File: config.mk
export PLATFORM = sky130hd
export DESIGN_NAME = studio_keypad_ctrl
export DESIGN_NICKNAME = d
export VERILOG_FILES = /design/src/rtl/studio_keypad_ctrl.sv
export SDC_FILE = /design/constraint.sdc
export NUM_CORES = 1
export LEC_CHECK = 0
export BUFFER_PORTS_ARGS = -buffer_cell sky130_fd_sc_hd__buf_2
export CAP_MARGIN = 5
export CORE_AREA = 2 2 189 191
export CTS_CLUSTER_SIZE = 10
export DETAILED_ROUTE_END_ITERATION = 16
export DIE_AREA = 0 0 191 193
export PLACE_DENSITY = 0.76
export SYNTH_ARGS = -nofsm -noshare
export SYNTH_HDL_FRONTEND = slang
export SYNTH_SLANG_ARGS = --single-unit
File: constraint.sdc
create_clock -name clk -period 6.9 [get_ports clk]
set_input_delay 0.69 -clock clk [delete_from_list [all_inputs] [get_ports clk]]
set_output_delay 0.69 -clock clk [all_outputs]
set_load 0.02 [all_outputs]
File: src/rtl/studio_keypad_ctrl.sv
// Keypad front end for the Studio II core: PS/2 key events to one or two ten-key pads,
// CPU-written key-select latch, registered per-pad EF flags and a minimum key-hold stretch.
module studio_keypad_ctrl #(
    parameter int NUM_PADS = 2,
    parameter int MIN_HOLD = 65536,
    parameter int SEL_PORT = 2
) (
    input  logic                     clk,
    input  logic                     resetq,
    input  logic [10:0]              ps2_key,
    input  logic                     io_out,
    input  logic [2:0]               io_n,
    input  logic [7:0]               io_dout,
    output logic [NUM_PADS-1:0]      ef,
    output logic [3:0]               key_sel,
    output logic [10*NUM_PADS-1:0]   key_state,
    output logic                     any_pressed
);

    localparam int NK = 10 * NUM_PADS;
    localparam int CW = (MIN_HOLD > 0) ? $clog2(MIN_HOLD + 1) : 1;

    logic       tog_q;
    logic       armed;
    logic       map_hit;
    logic       map_pad;
    logic [3:0] map_digit;
    logic       pad_ok;
    logic       key_event;
    logic       unused_ok;

    assign unused_ok = ^io_dout[7:4];

    // armed keeps the first clk after reset from comparing against a cleared shadow
    always_ff @(posedge clk or negedge resetq) begin
        if (!resetq) begin
            tog_q <= 1'b0;
            armed <= 1'b0;
        end else begin
            tog_q <= ps2_key[10];
            armed <= 1'b1;
        end
    end

    always_comb begin
        map_hit   = 1'b1;
        map_pad   = 1'b0;
        map_digit = 4'd0;
        case (ps2_key[7:0])
            8'h45: map_digit = 4'd0;
            8'h16: map_digit = 4'd1;
            8'h1E: map_digit = 4'd2;
            8'h26: map_digit = 4'd3;
            8'h25: map_digit = 4'd4;
            8'h2E: map_digit = 4'd5;
            8'h36: map_digit = 4'd6;
            8'h3D: map_digit = 4'd7;
            8'h3E: map_digit = 4'd8;
            8'h46: map_digit = 4'd9;
            8'h70: begin map_pad = 1'b1; map_digit = 4'd0; end
            8'h69: begin map_pad = 1'b1; map_digit = 4'd1; end
            8'h72: begin map_pad = 1'b1; map_digit = 4'd2; end
            8'h7A: begin map_pad = 1'b1; map_digit = 4'd3; end
            8'h6B: begin map_pad = 1'b1; map_digit = 4'd4; end
            8'h73: begin map_pad = 1'b1; map_digit = 4'd5; end
            8'h74: begin map_pad = 1'b1; map_digit = 4'd6; end
            8'h6C: begin map_pad = 1'b1; map_digit = 4'd7; end
            8'h75: begin map_pad = 1'b1; map_digit = 4'd8; end
            8'h7D: begin map_pad = 1'b1; map_digit = 4'd9; end
            default: map_hit = 1'b0;
        endcase
    end

    assign pad_ok    = (map_pad == 1'b0) || (NUM_PADS > 1);
    assign key_event = armed && (ps2_key[10] != tog_q) && !ps2_key[8] && map_hit && pad_ok;

    for (genvar k = 0; k < NK; k++) begin : g_key
        logic key_q;
        logic hit;

        assign hit = key_event && (map_pad == 1'(k / 10)) && (map_digit == 4'(k % 10));

        if (MIN_HOLD > 0) begin : g_hold
            logic [CW-1:0] cnt;
            logic          pend;

            // a release landing on the last hold cycle clears at once, since the counter ends this clk
            always_ff @(posedge clk or negedge resetq) begin
                if (!resetq) begin
                    key_q <= 1'b0;
                    cnt   <= '0;
                    pend  <= 1'b0;
                end else if (hit && ps2_key[9]) begin
                    key_q <= 1'b1;
                    cnt   <= CW'(MIN_HOLD);
                    pend  <= 1'b0;
                end else begin
                    if (cnt != '0) begin
                        cnt <= cnt - 1'b1;
                    end
                    if (hit) begin
                        if (cnt <= CW'(1)) begin
                            key_q <= 1'b0;
                            pend  <= 1'b0;
                        end else begin
                            pend  <= 1'b1;
                        end
                    end else if (pend && (cnt == CW'(1))) begin
                        key_q <= 1'b0;
                        pend  <= 1'b0;
                    end
                end
            end
        end else begin : g_direct
            always_ff @(posedge clk or negedge resetq) begin
                if (!resetq) begin
                    key_q <= 1'b0;
                end else if (hit) begin
                    key_q <= ps2_key[9];
                end
            end
        end

        assign key_state[k] = key_q;
    end

    always_ff @(posedge clk or negedge resetq) begin
        if (!resetq) begin
            key_sel <= 4'd0;
        end else if (io_out && (io_n == 3'(SEL_PORT))) begin
            key_sel <= io_dout[3:0];
        end
    end

    // zero-padding to 16 entries makes select values 10..15 read as not pressed
    logic [15:0] pad_bits [NUM_PADS];
    for (genvar p = 0; p < NUM_PADS; p++) begin : g_pad
        assign pad_bits[p] = {6'd0, key_state[p*10 +: 10]};
    end

    always_ff @(posedge clk or negedge resetq) begin
        if (!resetq) begin
            ef          <= '0;
            any_pressed <= 1'b0;
        end else begin
            for (int p = 0; p < NUM_PADS; p++) begin
                ef[p] <= pad_bits[p][key_sel];
            end
            any_pressed <= |key_state;
        end
    end

endmodule

### Word-level counts from Yosys, hierarchy flattened

Cells that the tools add are included.

* flip-flop bits (word level): 389
* bits of input ports: 25
* output and inout bits: 27
* logic and storage cells: 525

* add/subtract/negate cells: 20
* magnitude comparators: 21
* equal/unequal tests: 71
* multiplexer cells: 187
* bitwise operators: 1
* reduce and logical (&&, ||, !) cells: 160

Operators with widths (count)
* $mux 17: 40
* $eq 17x1->1 const B: 20
* $le 17x1->1 const B: 20
* $reduce_bool 17->1: 20
* $sub 17x1->17 const B: 20
* $mux 1: 144
* $eq 8x7->1 const B: 12
* $logic_and 1x1->1: 66
* $ne 3x1->1 const B: 20
* $reduce_bool 3->1: 20
* $eq 8x6->1 const B: 6
* $reduce_and 2->1: 20
* $reduce_bool 2->1: 20
* $reduce_or 20->1: 2
* $pmux 4 s9: 1
* $reduce_or 2->1: 9
* $eq 4x3->1 const B: 4
* $eq 8x5->1 const B: 2
* $reduce_or 10->1: 1
* $bmux 1 s4: 2
* $eq 4x2->1 const B: 2
* $eq 4x4->1 const B: 2
* $lt 4x5->1 const B: 1
* $eq 4x1->1 const B: 1
* other kinds (5): 5

### Logic depth before layout (Yosys ltp)

Gate-level depths: netlist of run 1.

* depth after elaboration: 9
* gate-level depth with buffers: 10
* gate-level depth less buffers: 8

### Worst setup path before layout of run 1

OpenSTA, ideal clock, no wires.

* path kind: input to register
* from: in ps2_key[2]
* to: reg g_key[0].g_hold.cnt[1]
* library setup time: 0.120 ns
* data arrival time: 2.582 ns
* required time: 6.780 ns
* slack: 4.198 ns
* cell stages on the path: 9
* buffers on the path: 3
* cells stage by stage: buf_2 > and4bb_2 > or4b_1 > o31ai_1 > or4_1 > clkbuf_1 > nor4_4 > buf_4 > nor2_1

* cells in the longest elaborated chain, start to end: 8
* elaborated cells between the ends (all ways): 42
* classes of those cells: eq/ne: 20; mux: 4; bitwise: 1; reduce/logical: 17

Ends and longest elaborated chain
* from (decl): RTL line 10 `input logic [10:0] ps2_key,`
* $eq 8x7->1 (tied with other cells): RTL line 49 `case (ps2_key[7:0])`
* $reduce_or 20->1 (no source line) or $reduce_or 10->1 (tied branches)
* $mux 1: RTL line 49
* $logic_and 1x1->1 or $not 1->1 (tied branches): RTL line 75, 81
* $logic_and 1x1->1: RTL line 81 `assign hit = key_event && (map_pad == 1'(k / 10)) && (map_digit == 4'(k % 10));`
* $logic_and 1x1->1 *: RTL line 81
* $logic_and 1x1->1 *: RTL line 93 `end else if (hit && ps2_key[9]) begin`
* $mux 17 or $reduce_bool 2->1 (tied branches)
* to (signal assigned): RTL line 95 `cnt <= CW'(MIN_HOLD);`
* to (signal assigned): RTL line 99 `cnt <= cnt - 1'b1;`
* to (decl): RTL line 84 `logic [CW-1:0] cnt;`

Mark *: on every way between the ends. The rest lies on a longest branch, timed or not.
A chain may end at the register's enable or synchronous reset.

### Final worst setup path of run 1

* from: in ps2_key[0]
* to: reg g_key[6].g_hold.cnt[11]

* cells in the longest elaborated chain, start to end: 8
* elaborated cells between the ends (all ways): 42
* classes of those cells: eq/ne: 21; mux: 4; bitwise: 1; reduce/logical: 16

Ends and longest elaborated chain (RTL line)
* parallel branches: the longest is 5 deep, another holds $pmux 4 s9
* $logic_and 1x1->1 *: 81
* $logic_and 1x1->1 *: 93
* $mux 17 or $reduce_bool 2->1 (tied branches)
* to (signal assigned): 95
* to (signal assigned): 99
* to (decl): 84

Mark *: on every way between the ends.

==> run_results.csv, run 1 <==
group,metric,value,unit
floorplan,die_x,191,µm
pwr,p_leak,7.932,nW
synth,syn_nets,2275,
timing,hold_viol_final,0,
floorplan,dieArea,36860,µm²
routing,drcViolationCount,0,
timing,totalNegativeSetupSlack,0,ns
placement,dpl.hpwl,29300,µm
layout,areaGrowthSynthToFinish,8.658,%
pwr,power,5.604,mW
timing,clock.fmax,308.3,MHz
timing,tightest_slew,1.248,ns
pwr,comb_power_share,0.107,
layout,final_nets,2299,
cts,post_cts_buffers,0,
synth,yosysTopAreaCellShare,0.4704,
routing,drt-pass1-iter-count,5,
synth,synthArstFlopShare,1.000,
timing,rsz0062_at_grt,"no",
synth,synthCells,2210,
layout,drive_above_1_share,0.07473,
routing,ant_nets,0,
cts,clk_pin_slew,0.06,ns
timing,finalCriticalPeriod,3.243,ns
hold_path,hold_class,"primary input to async pin",
floorplan,initial_core_util,0.5918,
floorplan,coreArea,34960,µm²
synth,synth.area.top_cells,"dfrtp_1 (47%), nor2_1 (8.3%), xnor2_1 (7.7%)",
layout,antennaDiodeCount,0,
timing,final_max_slew_viol_count,0,
pwr,internal-power,4.095,mW
cts,numCtsBuffers,46,
cts,h-tree-depth,2,
timing,holdWs,0.1271,ns
timing,min_period_over_period,0.4700,
synth,seq_area_frac_synth,0.4704,
global_route,antenna_found_initial,2,
cts,cts_tree,"done",
worst_setup_path,crit_required,7.29,ns
worst_setup_path,cp_max_fo,17,
cts,cts_resized,0,
worst_setup_path,startpoint_type,"primary input",
synth,avgSynthCellArea,9.364,µm²
worst_setup_path,cp_data_arrival_time,3.64,ns
synth,yosys_warnings,0,
pwr,netSwitchingFraction,0.2692,
synth,synthFlopType,"dfrtp_1",
routing,vias_per_cell,5.903,
global_route,grt_pass1_vias,15528,
global_route,grt_first_pass_wirelength,73840,µm
global_route,gr-usage-all-layers,0.2435,
routing,wl_per_cell,16.23,µm
layout,fin_util,0.6431,
cts,clock_latency,0.57,ns
global_route,grt_max_degree,152,
worst_setup_path,timing_worst_setup_path_type,"primary input to flip-flop",
routing,drt-total-wl,43980,µm
cts,holdBufCountCts,0,
pwr,seqPwrFrac,0.504,
pwr,max-vdd-ir-drop,0.0001945,V
timing,setup_violations,0,
routing,drt_iter0_drc,914,
pwr,p_switching,1.509,mW
timing,slew_headroom,0.1618,
synth,synth_area,20690,µm²
cts,cts.sinks,389,
placement,gp_congestion,0.8440,
synth,synth-seq-cells,389,
synth,synth_cell_types,83,
global_route,overflow,0,
timing,finClkSkew,0.01674,ns
pwr,powerDensity,249.2,nW/µm²
placement,port_buffers,47,
floorplan,boundaryPins,52,
pwr,clkPwrFrac,0.389,
layout,design_area,22490,µm²
run,drv_cap,0,
floorplan,die_h,193,µm
worst_setup_path,end_kind,"flip-flop",
routing,num_vias,15992,
synth,synth_edf_count,0,
floorplan,fp-row-count,69,
cts,cts_root_buffer,"clkbuf_16",
placement,dpl_cell_area,21190,µm²
status,outcome,"finished, final reports clean",
synth,synth_top_area_cell,"dfrtp_1",
cts,cts_buffer_depth,3,
sequential cells by signal, summed over array words and instances (netlist names):
name / flops
g_key.g_hold.pend: 20
armed: 1
ef: 2
g_key.g_hold.cnt: 340
any_pressed: 1
g_key.key_q: 20
key_sel: 4
tog_q: 1
synth_stat cells, types with 33 or more instances:
library cell	instances
a21oi_1	77
clkbuf_1	34
dfrtp_1	389
ha_1	40
inv_1	70
nand2_1	110
nand3_1	53
nor2_1	458
nor3_1	119
nor4_1	74
o21ai_0	33
or3_1	57
or4_1	42
xnor2_1	183
xor2_1	74
per-layer routing:
metal	GRT usage	routed length (µm)
met4	0.08408	1321
met5	0	24
met2	0.4006	20800
met3	0.04977	2367
met1	0.3230	19470
cell families after synthesis:
family | count (synthesis) | synth area share
AND/OR/NAND/NOR | 1079 | 0.2597
flip-flops | 389 | 0.4704
XOR/XNOR | 257 | 0.1088
AO/OA/AOI/OAI | 254 | 0.08259
buffers and inverters | 155 | 0.03434
adder cells (fa/ha/maj) | 40 | 0.02419
multiplexers | 35 | 0.01983
other | 1 | 0.0001812
layout by cell type, fill, tap and decap left out, drive strengths merged, types with 18 or more instances in the layout:
cell type  synthesis  final
nor2             458    458
dfrtp            389    389
xnor2            183    183
nor3             123    123
nand2            110    110
a21oi             77     77
nor4              76     76
xor2              74     74
inv               71     73
clkbuf            34     59
buf               50     59
or3               57     57
nand3             53     53
or4               43     43
ha                40     40
o21ai             38     38
nand2b            26     26
mux2i             23     23
nor2b             22     22
o31ai             18     18
final cells by class:
type                       count  area [µm²]
fill                        2867       12480
multi-input combinational   1666       10250
sequential                   389        9734
clock buffer                  58        1227
tap                          461       576.8
timing repair buffer          60       365.4
inverter                      71       266.5
clock inverter                 4       66.31
final timing paths:
path,slack (ns),end,depth (start not counted),start
min in group clk,0.32,tog_q,1,ps2_key[10]
worst max-delay path,3.66,g_key[6].g_hold.cnt[11],8,ps2_key[0]
max in group asynchronous,5.49,g_key[6].g_hold.cnt[11],2,resetq
worst max register to register,3.88,g_key[17].g_hold.cnt[13],6,tog_q
worst min register to register,0.48,g_key[6].g_hold.cnt[16],1,g_key[6].g_hold.cnt[16]
worst min-delay path,0.13,g_key[0].g_hold.cnt[12],1,resetq
metrics by stage:
| stage | cells | setup slack [ns] |
|---|---|---|
| 6_report | 2709 | 3.657 |
| 2_1_floorplan | 2210 | 4.198 |
| 5_1_grt | 2709 | 3.396 |
| 4_1_cts | 2708 | 3.713 |
| 3_5_place_dp | 2646 | 3.140 |
| 3_3_place_gp | 2646 | 3.202 |
power by group through the flow:
stage	clock [mW]	combinational (mW)	sequential, mW
finish	2.18	0.600	2.82
global route	2.33	0.691	2.87
CTS	2.23	0.608	2.82
detailed placement	0	0.602	2.85
global placement	0	0.575	2.83
floorplan	0	0.453	2.79
worst max-delay path, stage by stage:
cell      delay [ns]
buf_2           0.24
nand2b_1        0.32
a211oi_1        0.17
o21ai_1         0.49
o211ai_2        0.45
buf_4           0.32
nor3_2          0.83
nor2_1          0.12
No activity file was read; power rests on OpenSTA's default activity.
==> run 2: changes to the inputs <==
ABC_AREA = 1   (was not set)
CORE_AREA = 2 2 200 202   (was 2 2 189 191)
DIE_AREA = 0 0 202 204   (was 0 0 191 193)
clock period = 3 ns   (was 6.9 ns; I/O delays follow)
==> run 2 against run 1 <==
Effect of this change:
- clock power increased by 130%
- area after synthesis increased by 12%
- sequential share of layout area decreased by 4.6 points
- wire length increased by 15%
- worst hold slack got worse by 0.093 ns
- via count increased by 26%
==> run_results.csv, run 2 <==
group,metric,value,unit
status,outcome,"finished, final reports clean",
floorplan,dieArea,41210,µm²
routing,drcViolationCount,0,
pwr,internal-power,9.640,mW
layout,antennaDiodeCount,0,
synth,avgSynthCellArea,7.293,µm²
pwr,clkPwrFrac,0.376,
cts,cts.sinks,389,
routing,drt-pass1-iter-count,6,
hold_path,hold_class,"primary input to flip-flop",
global_route,antenna_found_initial,0,
worst_setup_path,timing_worst_setup_path_type,"flip-flop to flip-flop",
cts,post_cts_buffers,0,
synth,seq_area_frac_synth,0.4202,
routing,ant_nets,0,
pwr,netSwitchingFraction,0.2878,
floorplan,fp-row-count,73,
worst_setup_path,end_kind,"flip-flop",
synth,synth_area,23160,µm²
worst_setup_path,startpoint_type,"flip-flop",
layout,final_nets,3292,
global_route,grt_first_pass_wirelength,87590,µm
cts,h-tree-depth,2,
floorplan,boundaryPins,52,
routing,num_vias,20076,
worst_setup_path,worstRegToRegCells,12,
synth,synth_cell_types,49,
global_route,overflow,0,
routing,drt_iter0_drc,1336,
floorplan,initial_core_util,0.5911,
timing,holdWs,0.03367,ns
worst_setup_path,cp_max_fo,12,
floorplan,die_h,204,µm
cts,cts_resized,0,
timing,slew_headroom,0.2949,
cts,holdBufCountCts,2,
placement,port_buffers,47,
pwr,p_leak,12.30,nW
pwr,power,13.54,mW
layout,final_cell_mix,"inv_1 (673), nand2_1 (646), dfrtp_1 (389), nor2_1 (347), nand3_1 (290)",
timing,rsz0062_at_grt,"no",
synth,synth.area.top_cells,"dfrtp_1 (42%), inv_1 (11%), nand2_1 (10%)",
synth,yosysTopAreaCellShare,0.4202,
synth,yosys-top-cells-count,"inv_1 (673), nand2_1 (646), dfrtp_1 (389), nor2_1 (347), nand3_1 (290)",
cts,cts_tree,"done",
routing,vias_per_cell,5.324,
layout,largest_reg_flops,340,
pwr,p_switching,3.896,mW
timing,totalNegativeSetupSlack,0,ns
run,drv_cap,0,
routing,drt-total-wl,50400,µm
global_route,grt_pass1_vias,19579,
layout,layout_commonest_cell,"inv_1",
worst_setup_path,worstReg2RegStart,"g_key[16].g_hold.cnt[0]",
timing,final_max_slew_viol_count,0,
pwr,max-vdd-ir-drop,0.0003815,V
layout,areaGrowthSynthToFinish,8.659,%
pwr,powerDensity,537.8,nW/µm²
pwr,seqPwrFrac,0.476,
timing,setup_violations,0,
timing,min_period_over_period,0.8181,
synth,synthArstFlopShare,1.000,
hold_path,hold_start,"io_dout[2]",
floorplan,die_x,202,µm
synth,synthFlopType,"dfrtp_1",
synth,synth_most_common_cell,"inv_1",
synth,synth_edf_count,0,
worst_setup_path,crit_required,3.46,ns
placement,dpl.hpwl,35290,µm
worst_setup_path,r2r_end,"g_key[16].g_hold.cnt[13]",
synth,synth-seq-cells,389,
pwr,comb_power_share,0.148,
routing,wl_per_cell,13.36,µm
cts,numCtsBuffers,47,
timing,tightest_slew,1.056,ns
layout,reg_top3,"g_key.g_hold.cnt: 340 flops, g_key.g_hold.pend: 20 flops, g_key.key_q: 20 flops",
synth,yosys_warnings,0,
placement,gp_congestion,0.9142,
worst_setup_path,crit_start,"g_key[16].g_hold.cnt[0]",
timing,clock.fmax,407.5,MHz
timing,finalCriticalPeriod,2.454,ns
synth,synthCells,3176,
cts,clk_pin_slew,0.05,ns
synth,syn_nets,3241,
layout,regMostFlops,"g_key.g_hold.cnt",
cts,cts_buffer_depth,3,
timing,hold_viol_final,0,
global_route,grt_max_degree,73,
floorplan,coreArea,39180,µm²
cts,clock_latency,0.57,ns
cts,cts_root_buffer,"clkbuf_16",
worst_setup_path,cp-endpoint,"g_key[16].g_hold.cnt[13]",
worst_setup_path,cp_data_arrival_time,2.91,ns
synth,synth_top_area_cell,"dfrtp_1",
worst_setup_path,timing.reg2reg.setup_slack,0.55,ns
timing,finClkSkew,0.02129,ns
global_route,gr-usage-all-layers,0.2518,
layout,drive_above_1_share,0.06285,
-- run 2: cell families (layout without fill, tap and decap cells) --
logic type	Yosys count	count (layout)	share of synthesized area
multiplexers	9	9	0.003889
AO/OA/AOI/OAI	285	285	0.06941
buffers and inverters	742	812	0.1295
other	1	1	0.0001619
AND/OR/NAND/NOR	1637	1637	0.3276
adder cells (fa/ha/maj)	40	40	0.02161
XOR/XNOR	73	73	0.02760
flip-flops	389	389	0.4202
-- run 2: worst min path at each step --
stage / endpoint / slack, ns / cells past startpoint
floorplan: any_pressed / 0.004 / 0
global placement: g_key[0].g_hold.cnt[13] / 0.30 / 1
detailed placement: g_key[0].g_hold.cnt[13] / 0.30 / 1
CTS: key_sel[0] / 0.000007 / 3
global route: key_sel[2] / 0.04 / 3
finish: key_sel[2] / 0.03 / 3
-- run 2: per-layer routing --
| metal | vias to the layer above | global-route usage | part of all wire |
|---|---|---|---|
| met1 | 9386 | 0.3257 | 0.45 |
| met3 | 113 | 0.04321 | 0.056 |
| met5 | - | 0 | 0 |
| met4 | 0 | 0.09716 | 0.031 |
| met2 | 450 | 0.4240 | 0.47 |
| li1 | 10127 | - | - |
-- run 2: power by group through the flow --
stage	clock, mW	combinational (mW)	sequential (mW)
after floorplan	0	1.52	6.38
after global placement	0	1.89	6.48
after detailed placement	0	2.00	6.49
after CTS	5.24	2.01	6.42
after global routing	5.45	2.35	6.51
final	5.10	2.00	6.44
-- run 2: critical path: stages (launching register included) --
cell	delay, ns
dfrtp_1	0.41
inv_1	0.17
ha_1	0.22
nand2_1	0.10
nor2_1	0.23
nand3_1	0.39
nand2_1	0.22
inv_1	0.09
nand2_1	0.06
inv_1	0.05
or2_2	0.27
nand3_1	0.07
inv_1	0.06
-- run 2: cell type report --
class	instances	area, µm²
repair buffers	66	467.9
well taps	525	656.9
clock inverters	3	18.77
multi-input cells	2045	10430
fillers	3371	14010
flip-flops and latches	389	9734
inverters	678	2545
clock buffers	65	1316
-- run 2: stage by stage --
stage                     setup WS (ns)  instance area, µm²  instances    util
after detailed placement         0.3932               23810       3701  0.6078
after CTS                        0.5625               25170       3771  0.6423
after global routing             0.3100               25170       3771  0.6423
after global placement           0.5074               23810       3701  0.6078
after floorplan                   1.070               23160       3176       -
final                            0.5458               25170       3771  0.6423
==> run 3: changes to the inputs <==
clock period = 2.4 ns   (was 3 ns; I/O delays follow)
==> run 3 against run 2 <==
Effect of this change:
- core utilization up 0.69 points
- final cell count up 0.93%
- fmax up 14%
- clock-buffer cell count down 7
- global-route usage up 0.15 points
- clock skew up 0.0034 ns
- critical path depth down 1
- total power up 24%
- sequential power up 25%
- critical path type unchanged
- highest routed layer unchanged
==> run_results.csv, run 3 (same netlist as run 2, synthesis figures left out) <==
group,metric,value,unit
worst_setup_path,worstReg2RegStart,"g_key[4].g_hold.cnt[0]",
routing,vias_per_cell,5.274,
worst_setup_path,cp_data_arrival_time,2.63,ns
hold_path,hold_class,"primary input to async pin",
timing,min_period_over_period,0.9007,
status,outcome,"finished, final reports clean",
global_route,antenna_found_initial,0,
layout,nFillCells,3338,
layout,regMostFlops,"g_key.g_hold.cnt",
worst_setup_path,cp-endpoint,"g_key[4].g_hold.cnt[11]",
floorplan,die_x,202,µm
pwr,powerDensity,657.5,nW/µm²
layout,largest_reg_flops,340,
routing,num_vias,20072,
timing,slew_headroom,0.5595,
worst_setup_path,worstRegToRegCells,11,
global_route,grt_pass1_vias,19715,
pwr,internal-power,11.85,mW
routing,drt-total-wl,50560,µm
cts,cts_buffer_depth,3,
floorplan,die_h,204,µm
layout,final_nets,3331,
pwr,p_leak,12.47,nW
pwr,netSwitchingFraction,0.2916,
timing,setup_violations,0,
cts,clk_pin_slew,0.05,ns
global_route,gr-usage-all-layers,0.2533,
cts,numCtsBuffers,46,
cts,post_cts_buffers,0,
floorplan,dieArea,41210,µm²
cts,clock_latency,0.59,ns
cts,holdBufCountCts,6,
timing,rsz0062_at_grt,"no",
worst_setup_path,timing.reg2reg.setup_slack,0.24,ns
worst_setup_path,crit_slowest_cell,"dfrtp_1",
routing,wl_per_cell,13.28,µm
global_route,grt_max_degree,66,
floorplan,coreArea,39180,µm²
global_route,overflow,0,
pwr,comb_power_share,0.150,
placement,dpl.hpwl,35790,µm
layout,areaGrowthSynthToFinish,9.826,%
routing,drt-pass1-iter-count,6,
pwr,p_switching,4.877,mW
layout,design_area,25440,µm²
worst_setup_path,timing_worst_setup_path_type,"flip-flop to flip-flop",
floorplan,boundaryPins,52,
cts,cts_resized,0,
placement,port_buffers,47,
layout,layout_commonest_cell,"inv_1",
cts,cts_root_buffer,"clkbuf_16",
timing,hold_viol_final,0,
global_route,grt_first_pass_wirelength,88250,µm
run,drv_cap,0,
worst_setup_path,cp_max_fo,9,
timing,tightest_slew,0.6548,ns
worst_setup_path,crit_required,2.86,ns
layout,antennaDiodeCount,0,
worst_setup_path,r2r_end,"g_key[4].g_hold.cnt[11]",
cts,h-tree-depth,2,
layout,reg_top3,"g_key.g_hold.cnt: 340 flops, g_key.g_hold.pend: 20 flops, g_key.key_q: 20 flops",
timing,finClkSkew,0.02471,ns
worst_setup_path,crit_start,"g_key[4].g_hold.cnt[0]",
timing,finalCriticalPeriod,2.162,ns
floorplan,initial_core_util,0.5911,
worst_setup_path,startpoint_type,"flip-flop",
floorplan,fp-row-count,73,
timing,clock.fmax,462.6,MHz
worst_setup_path,path_cells,"inv_1, ha_1, nand3_1, nor2_1, nand2_1, buf_4, nand4_1, xor2_1, inv_1, nand2_1, inv_1",
placement,gp_congestion,0.9033,
routing,drt_iter0_drc,1295,
pwr,clkPwrFrac,0.369,
worst_setup_path,critical_path.most_common_cell,"inv_1",
cts,cts.sinks,389,
placement,dpl_cell_area,24110,µm²
timing,totalNegativeSetupSlack,0,ns
routing,drcViolationCount,0,
pwr,max-vdd-ir-drop,0.0006420,V
routing,ant_nets,0,
cts,cts_tree,"done",
layout,drive_above_1_share,0.07284,
layout,final_cell_mix,"inv_1 (673), nand2_1 (646), dfrtp_1 (389), nor2_1 (347), nand3_1 (290)",
timing,final_max_slew_viol_count,0,
worst_setup_path,slowest_delay,0.41,ns
pwr,seqPwrFrac,0.480,
worst_setup_path,end_kind,"flip-flop",
==> run 3: critical path, delay by kind of cell, from the launching register on <==
family,cells,cell delay (ns)
xor+xnor,1,0.16
fa+ha+maj,1,0.22
buf+inv,4,0.50
flops,1,0.41
simple gates,5,0.75
==> run 3: final cells by class <==
class	count	area (µm²)	share of cell area
clock buffers	58	1226	0.04820
clock inverters	5	43.79	0.001721
inverters	678	2545	0.1000
multi-input cells	2045	10430	0.4100
flip-flops and latches	389	9734	0.3826
well taps	525	656.9	0.02582
repair buffers	106	803.3	0.03158
==> run 3: per-stage QoR <==
step | instances | hold slack [ns] | utilization | setup slack [ns] | power (mW)
6_report | 3806 | 0.2007 | 0.6492 | 0.2384 | 16.73
5_1_grt | 3806 | 0.2578 | 0.6492 | 0.02615 | 17.68
4_1_cts | 3806 | 0.2018 | 0.6492 | 0.2363 | 16.89
3_5_place_dp | 3737 | 0.2631 | 0.6153 | 0.1338 | 10.61
3_3_place_gp | 3737 | 0.2619 | 0.6153 | 0.1448 | 10.45
2_1_floorplan | 3176 | -0.05559 | - | 0.4700 | 9.876
==> run 3: routing by layer <==
metal	wire [µm]	global-route usage	share of wire
met1	22470	0.3230	0.44
met4	1399	0.08508	0.028
met3	2997	0.05772	0.059
met5	0	0	0
met2	23690	0.4271	0.47
==> run 3: power by group through the flow <==
stage	registers [mW]	logic (mW)	clock network [mW]
floorplan	7.98	1.90	0
global placement	8.08	2.37	0
detailed placement	8.10	2.51	0
CTS	8.02	2.53	6.34
global route	8.13	2.96	6.58
finish	8.03	2.52	6.18
==> run 3: worst min-delay path by stage <==
| stage | from | to | slack [ns] | cells after the start |
|---|---|---|---|---|
| final | resetq | g_key[10].g_hold.cnt[3] | 0.20 | 2 |
| after global routing | io_out | key_sel[2] | 0.26 | 3 |
| after CTS | io_out | key_sel[2] | 0.20 | 3 |
| after detailed placement | resetq | g_key[10].g_hold.cnt[3] | 0.26 | 1 |
| after global placement | resetq | g_key[10].g_hold.cnt[4] | 0.26 | 1 |
| after floorplan | resetq | any_pressed | -0.06 | 0 |
